### src/rtl/prog_clock_divider_pkg.sv
// -----------------------------------------------------------------------------
// prog_clock_divider_pkg
// Shared definitions for the programmable clock divider.
//   mode_e   : output mode encoding (toggle = square wave, pulse = strobe)
//   eff_div  : maps a programmed divisor to the divisor actually used
//              (a divisor of zero behaves as one)
// -----------------------------------------------------------------------------
package prog_clock_divider_pkg;

  typedef enum logic {
    MODE_TOGGLE = 1'b0,
    MODE_PULSE  = 1'b1
  } mode_e;

  // Evaluated at 32 bits so one function serves every divisor width up to 32;
  // callers cast the result back to their own width.
  function automatic logic [31:0] eff_div(input logic [31:0] div);
    return (div == 32'd0) ? 32'd1 : div;
  endfunction

endpackage

### src/rtl/prog_clock_divider_counter.sv
// -----------------------------------------------------------------------------
// prescale_counter
// WIDTH-bit period counter with terminal-count detection.
// Ports:
//   hz100    in   system clock, rising edge
//   reset    in   synchronous active-high reset
//   enable   in   count enable; counter holds when low
//   restart  in   forces the counter back to 0 (mode change / idle load)
//   d        in   effective divisor (never 0)
//   count    out  current counter value
//   term     out  terminal condition: enabled and count == d-1
// -----------------------------------------------------------------------------
module prescale_counter #(
  parameter int WIDTH = 8
) (
  input  logic             hz100,
  input  logic             reset,
  input  logic             enable,
  input  logic             restart,
  input  logic [WIDTH-1:0] d,
  output logic [WIDTH-1:0] count,
  output logic             term
);

  // A restart cycle is never a terminal cycle: the period is being abandoned.
  assign term = enable && !restart && (count == d - WIDTH'(1));

  // NOTE: clocked state uses non-blocking assignments so every register
  // samples the pre-edge values of its neighbours, whatever the block order.
  always_ff @(posedge hz100) begin
    if (reset) begin
      count <= '0;
    end else if (restart) begin
      count <= '0;
    end else if (enable) begin
      count <= term ? '0 : count + WIDTH'(1);
    end
  end

endmodule

### src/rtl/prog_clock_divider.sv
// -----------------------------------------------------------------------------
// prog_clock_divider
// Programmable prescaler on the 100 Hz board clock. Produces a 50% square wave
// (toggle mode, period 2*D) or a one-cycle strobe (pulse mode, period D).
// The divisor can be reloaded at runtime; while counting, a new value waits
// in a pending register and is applied only at the period wrap.
//
// Optional build macro: TICK_COUNT_EN adds a 16-bit count of terminal ticks.
//
// Ports:
//   hz100         in   system clock, rising edge
//   reset         in   synchronous active-high reset (dominates everything)
//   enable        in   count enable; state holds when low
//   mode          in   0 = toggle, 1 = pulse
//   div_in        in   new divisor
//   div_load      in   one-cycle load request for div_in
//   clk_out       out  divided output (registered)
//   tick          out  one-cycle terminal strobe (registered)
//   count         out  current counter value
//   div_cur       out  divisor in effect
//   load_pending  out  a divisor waits for the next wrap
//   tick_count    out  [TICK_COUNT_EN only] wrapping count of ticks
// -----------------------------------------------------------------------------
module prog_clock_divider
  import prog_clock_divider_pkg::*;
#(
  parameter int WIDTH       = 8,
  parameter int DEFAULT_DIV = 50
) (
  input  logic             hz100,
  input  logic             reset,
  input  logic             enable,
  input  logic             mode,
  input  logic [WIDTH-1:0] div_in,
  input  logic             div_load,
  output logic             clk_out,
  output logic             tick,
  output logic [WIDTH-1:0] count,
  output logic [WIDTH-1:0] div_cur,
  output logic             load_pending
`ifdef TICK_COUNT_EN
  ,
  output logic [15:0]      tick_count
`endif
);

  mode_e            mode_q;
  logic [WIDTH-1:0] pending;
  logic [WIDTH-1:0] d_eff;
  logic             mode_change;
  logic             idle_load;
  logic             term;

  assign d_eff       = WIDTH'(eff_div(32'(div_cur)));
  assign mode_change = (mode_e'(mode) != mode_q);
  assign idle_load   = div_load && !enable;

  prescale_counter #(
    .WIDTH (WIDTH)
  ) u_counter (
    .hz100   (hz100),
    .reset   (reset),
    .enable  (enable),
    .restart (mode_change || idle_load),
    .d       (d_eff),
    .count   (count),
    .term    (term)
  );

  // Output registers and mode tracking. mode_q loads the live mode during
  // reset so leaving reset never counts as a mode change.
  always_ff @(posedge hz100) begin
    if (reset) begin
      mode_q  <= mode_e'(mode);
      tick    <= 1'b0;
      clk_out <= 1'b0;
    end else begin
      mode_q <= mode_e'(mode);
      if (mode_change) begin
        tick    <= 1'b0;
        clk_out <= 1'b0;
      end else if (enable) begin
        tick <= term;
        if (mode_q == MODE_PULSE) begin
          clk_out <= term;
        end else if (term) begin
          clk_out <= ~clk_out;
        end
      end else begin
        tick <= 1'b0;
        if (mode_q == MODE_PULSE) begin
          clk_out <= 1'b0;
        end
      end
    end
  end

  // Divisor handling. A load on a terminal cycle bypasses the pending slot;
  // otherwise, while counting, the value waits until the next wrap so the
  // running period is never cut short or stretched past its end.
  always_ff @(posedge hz100) begin
    if (reset) begin
      div_cur      <= WIDTH'(DEFAULT_DIV);
      pending      <= '0;
      load_pending <= 1'b0;
    end else if (div_load && (!enable || term)) begin
      div_cur      <= div_in;
      load_pending <= 1'b0;
    end else if (div_load) begin
      pending      <= div_in;
      load_pending <= 1'b1;
    end else if (term && load_pending) begin
      div_cur      <= pending;
      load_pending <= 1'b0;
    end
  end

`ifdef TICK_COUNT_EN
  always_ff @(posedge hz100) begin
    if (reset || mode_change) begin
      tick_count <= '0;
    end else if (term) begin
      tick_count <= tick_count + 16'd1;
    end
  end
`endif

endmodule

### config.mk
export PLATFORM = sky130hd
export DESIGN_NAME = prog_clock_divider
export DESIGN_NICKNAME = d
export VERILOG_FILES = /design/src/rtl/prog_clock_divider_pkg.sv /design/src/rtl/prog_clock_divider_counter.sv /design/src/rtl/prog_clock_divider.sv
export SDC_FILE = /design/constraint.sdc
export NUM_CORES = 1
export LEC_CHECK = 0
export CAP_MARGIN = 40
export CORE_MARGIN = 2
export CORE_UTILIZATION = 45
export CTS_CLUSTER_SIZE = 28
export DETAILED_ROUTE_END_ITERATION = 10
export GPL_TIMING_DRIVEN = 0
export PLACE_DENSITY = 0.72
export SLEW_MARGIN = 20
export SYNTH_ARGS = -nofsm -noshare
export SYNTH_HDL_FRONTEND = slang
export SYNTH_HIERARCHICAL = 1
export SYNTH_SLANG_ARGS = --single-unit
export TNS_END_PERCENT = 5
### constraint.sdc
create_clock -name hz100 -period 2.6 [get_ports hz100]
set_input_delay 0.52 -clock hz100 [delete_from_list [all_inputs] [get_ports hz100]]
set_output_delay 0.52 -clock hz100 [all_outputs]
set_load 0.05 [all_outputs]
# Word level (Yosys, flattened, before mapping)

Index checks and enable logic that the tools add are counted.
W data, S select, Z words.

Input bits: 13
Register bits: 28
Output and inout bits: 19
Word-level logic and storage cells: 47

Multiplexer cells: 11
Equal/unequal tests: 3
Add/subtract/negate cells: 2
Bitwise operators: 3
Reductions and logical operators: 21

Operators by type and width:

| kind                  | count |
|---|---|
| $mux W8               | 5 |
| $add A8 B1 Y8 const B | 1 |
| $eq A8 B8 Y1          | 1 |
| $logic_not A8 Y1      | 1 |
| $reduce_bool A2 Y1    | 4 |
| $sub A8 B1 Y8 const B | 1 |
| $mux W1               | 6 |
| $reduce_and A2 Y1     | 3 |
| $reduce_or A2 Y1      | 3 |
| $logic_and A1 B1 Y1   | 5 |
| $not A1 Y1            | 3 |
| $reduce_or A3 Y1      | 1 |
| $logic_not A1 Y1      | 2 |
| $logic_or A1 B1 Y1    | 2 |
| $ne A2 B1 Y1 const B  | 1 |
| $ne A1 B1 Y1          | 1 |

# Logic depth before layout (Yosys ltp)

Depth after elaboration: 10
Gate-level depth with buffers: 12
Depth with buffers taken out: 11

# Cells and area by module

The synthesis kept the hierarchy.

By module, submodules not included:

| module             | times used | area an instance (µm²) | cells each | sequential area each (µm²) |
|---|---|---|---|---|
| prog_clock_divider | 1          | 922.1                  | 102        | 400.4 |
| prescale_counter   | 1          | 624.3                  | 70         | 160.2 |

# Worst setup path after synthesis

OpenSTA, ideal clock, no wires.

Kind: reg-to-reg
From: register div_cur[5]
To: register div_cur[7]
Clock period less this slack: 3.164 ns
Data required time: 2.460 ns
Stages on the path, launching flop included: 11
Path slack: -0.564 ns
Setup time: 0.140 ns
Data arrival time: 3.024 ns
Buffers on the path: 1
Path through: dfxtp_1 -> nor3_1 -> a21o_1 -> or4_4 -> nor4_1 -> a211oi_2 -> a211oi_4 -> buf_4 -> nand2_1 -> a221oi_1 -> a211oi_1

Longest elaborated chain between the ends: 9
Elaborated cells on any way between the ends: 12
Those cells by class: 1 x add/sub; 2 x eq/ne; 2 x mux; 7 x reduce/logical

Ends and longest elaborated chain:

| item                                                         | line                             | source |
|---|---|---|
| from (decl)                                                  | prog_clock_divider.sv:39         | `output logic [WIDTH-1:0] div_cur,` |
| from (signal assigned)                                       | prog_clock_divider.sv:103        | `div_cur <= WIDTH'(DEFAULT_DIV);` |
| from (signal assigned)                                       | prog_clock_divider.sv:107        | `div_cur <= div_in;` |
| from (signal assigned)                                       | prog_clock_divider.sv:113        | `div_cur <= pending;` |
| $logic_not A8 Y1 (*)                                         | prog_clock_divider_pkg.sv:18     | `return (div == 32'd0) ? 32'd1 : div;` |
| $mux W8 (*)                                                  | prog_clock_divider_pkg.sv:18     |  |
| via d_eff[0]                                                 | prog_clock_divider.sv:49         | `logic [WIDTH-1:0] d_eff;` |
| $sub A8 B1 Y8 (*)                                            | prog_clock_divider_counter.sv:26 | `assign term = enable && !restart && (count == d - WIDTH'(1));` |
| $eq A8 B8 Y1 (*)                                             | prog_clock_divider_counter.sv:26 |  |
| $logic_and A1 B1 Y1 (*)                                      | prog_clock_divider_counter.sv:26 |  |
| via term                                                     | prog_clock_divider.sv:52         | `logic term;` |
| $logic_or A1 B1 Y1                                           | prog_clock_divider.sv:106        | `end else if (div_load && (!enable \|\| term)) begin` |
| $logic_and A1 B1 Y1                                          | prog_clock_divider.sv:106        |  |
| $ne A2 B1 Y1 (no line) or $reduce_bool A2 Y1 (tied branches) | n/a                              |  |
| $reduce_and A2 Y1 (no line)                                  | n/a                              |  |

The timed path passes the listed nets; every way through them passes the cells marked *.
A chain may end at the register's enable or synchronous reset.

# Final worst setup path

From: register div_cur[7]
To: register div_cur[3]

The elaborated chain is that of the path after synthesis.

==> reports/qor.txt <==
Final WS setup: -0.223 ns
CP Launch Type: register
DIE AREA: 3920 um^2
Ant diodes: 0
Switching portion of total power: 28.9%
Starting density of the core: 46.7%
Initial antenna violation count: 0
Final max-slew violation count: 0
Number of clock sinks: 28
CP endpoint kind: register
Antenna-violating nets left: 0
Grt met2 use: 35.3%
Sequential power share: 50.9%
Grt met1 use: 24.4%
Core Footprint: 3310 um^2
# hold bufs at CTS: 0
Initial DRC count: 59
Asr flop ratio synth: 0%
Most common cell in the netlist: dfxtp_1
Cell area after layout: 2130 um^2
Die height: 62.6 um
GRT Max-Usage Layer: met2
Pin count of the biggest net entering global routing: 17
Yosys top cell by area: dfxtp_1
Max_slew headroom: 60.7%
Clock Skew: 0.00280 ns
Worst Tran Pin Value: 0.590 ns
Setup-failing EPs final: 17
Clock tree buffer depth: 2
Status: finished, violations left
Top FF cell, synth: dfxtp_1
Die X: 62.6 um
Total gr overflow: 0
Clk network pwr share: 27.8%
CTS buffer count: 3
Combinational Power Share: 21.3%
FF+latch count, synth: 28
Register area share after synthesis: 36.2%
Failing checks: setup timing
Root buffer cell: clkbuf_4
Netlist cell types: 46
First-pass GRT wire length: 6320 um
CP Data Required Time: 2.86 ns
RSZ-0062 raised after global routing: yes
Nets: 227
Avg WL per Cell: 15.0 um
Worst-path clk slew: 0.15 ns
GRT met3 Usage: 4.14%
Worst hold path type: reg -> reg
Place WS: -0.839 ns
Overall Global Routing Usage: 19.9%
Final min period: 2.82 ns
Final Wtd Congestion: 0.777
Mean Syn Cell Area: 8.99 um^2
HPWL after detailed placement: 2650 um
Main area contributors after synthesis: dfxtp_1 36%, mux2i_1 5.8%, xor2_1 4.5%
Pwr Total: 0.906 mW
Post-Route WL: 3850 um
Net Sw Power: 0.262 mW
Number of max-cap violations: 0
I/O Buffers: 30
Detailed-route DRC error count: 0
Pwr dens: 426 nW/um^2
Post-synth EDFFs: 0
Max Freq: 0.354 GHz
P&R area growth vs syn: 37.5%
Share of layout cells above drive strength 1: 22.3%
Crit-path max FO: 8
Area after DPL: 1960 um^2
Fin Setup TNS: -2.59 ns
WP data arrival: 3.08 ns
Post-synthesis cell area: 1550 um^2
Vias in the first global route: 1,377
Clock Latency Late Sink: 0.33 ns
Internal: 0.644 mW
H-tree Lvls: 1
Final hold violations: 0
CTS tree: yes
Crit path kind: reg -> reg
IO Count: 32
Synthesis Warnings: 6
P_leak: 0.837 nW
Via density per instance: 5.46
Top post-synthesis cells by count: 28 x dfxtp_1, 15 x nor2_1, 11 x nor3_1
Rows: 21
Total via count in the routed design: 1,402
Synth top area share: 36.2%
Cells after Synth: 172
DRT Pass-1 Iters: 4
Syn nets: 187
Final period util: 109%
Peak supply drop: 0.000348 V
==> state kept, by name, summed over array words and instances (netlist names) <==
| register | flops |
|---|---|
| u_counter/count | 8 |
| clk_out | 1 |
| mode_q | 1 |
| load_pending | 1 |
| pending | 8 |
| div_cur | 8 |
| tick | 1 |
==> per-layer routing <==
metal | routed length [um] | part of all wire, %
met1 | 1680 | 43
met2 | 1980 | 51
met3 | 166 | 4.3
met4 | 34 | 0.88
met5 | 0 | 0
==> logic make-up after synthesis <==
logic type      count (synthesis)  share of synthesized area (%)
simple gates                   68                           24.3
flops                          28                           36.2
compound gates                 27                           16.7
buf+inv                        23                           6.80
xor+xnor                       15                           8.50
mux                             9                           5.83
fa+ha+maj                       2                           1.62
==> area by class of cell <==
type / instances / area (um^2)
inverter: 8 / 30.0
multi-input combinational: 121 / 973
fill: 305 / 1180
buffer: 15 / 88.8
tap: 46 / 57.6
timing repair buffer: 35 / 342
sequential: 28 / 588
clock buffer: 4 / 47.5
==> placed cells by master, fill, tap and decap left out, types with 2 or more instances in the layout <==
| master | count |
|---|---|
| clkdlybuf4s50_1 | 30 |
| a22oi_1 | 4 |
| dfxtp_4 | 7 |
| dfxtp_1 | 20 |
| a32oi_1 | 3 |
| xor2_1 | 8 |
| buf_6 | 3 |
| a211oi_2 | 3 |
| nor3b_1 | 2 |
| buf_4 | 5 |
| or3b_2 | 2 |
| nor4_4 | 2 |
| clkbuf_1 | 9 |
| xnor2_1 | 7 |
| mux2i_1 | 9 |
| nor3_1 | 11 |
| nand3_1 | 9 |
| nor2_1 | 15 |
| a21oi_1 | 3 |
| nand2_1 | 9 |
| inv_1 | 8 |
| and3_1 | 2 |
| buf_2 | 2 |
| nand2b_1 | 2 |
| a221oi_2 | 4 |
| nand4_1 | 2 |
| clkbuf_4 | 3 |
==> stage by stage <==
step	utilization [%]	hold WS, ns	instances
after global routing	64.2	0.525	257
after global placement	59.1	0.469	248
final	64.2	0.504	257
after detailed placement	59.1	0.484	248
after floorplan	-	0.455	172
after CTS	62.9	0.506	257
==> final timing paths <==
check,slack (ns),from,endpoint,cells after the start
setup reg to reg,-0.22,div_cur[7],div_cur[3],11
hold / removal,0.50,pending[0],div_cur[0],2
hold reg to reg,0.50,pending[0],div_cur[0],2
setup / recovery,-0.22,div_cur[7],div_cur[3],11
==> critical path, stage by stage, from the launching register on <==
cell and delay, ns:
dfxtp_4 0.41, nor3_1 0.06, a21o_1 0.20, buf_6 0.13, or4_4 0.55, o221a_1 0.27, a211oi_2 0.23, a211oi_4 0.13
nand2b_4 0.21, and2_4 0.20, buf_8 0.13, a221oi_2 0.23
==> timing repair <==
item	CTS	global route
gates cloned	0	0
setup endpoints to repair	27	27
resized for setup	7	5
pin swaps	8	3
buffers inserted	5	0
==> power groups by stage <==
stage / clock network [mW] / logic [mW] / registers (mW)
final: 0.252 / 0.193 / 0.461
after global placement: 0 / 0.175 / 0.467
after detailed placement: 0 / 0.179 / 0.468
after floorplan: 0 / 0.0893 / 0.497
after CTS: 0.257 / 0.186 / 0.460
after global routing: 0.274 / 0.206 / 0.464
Power figures use the tool's default switching activity.
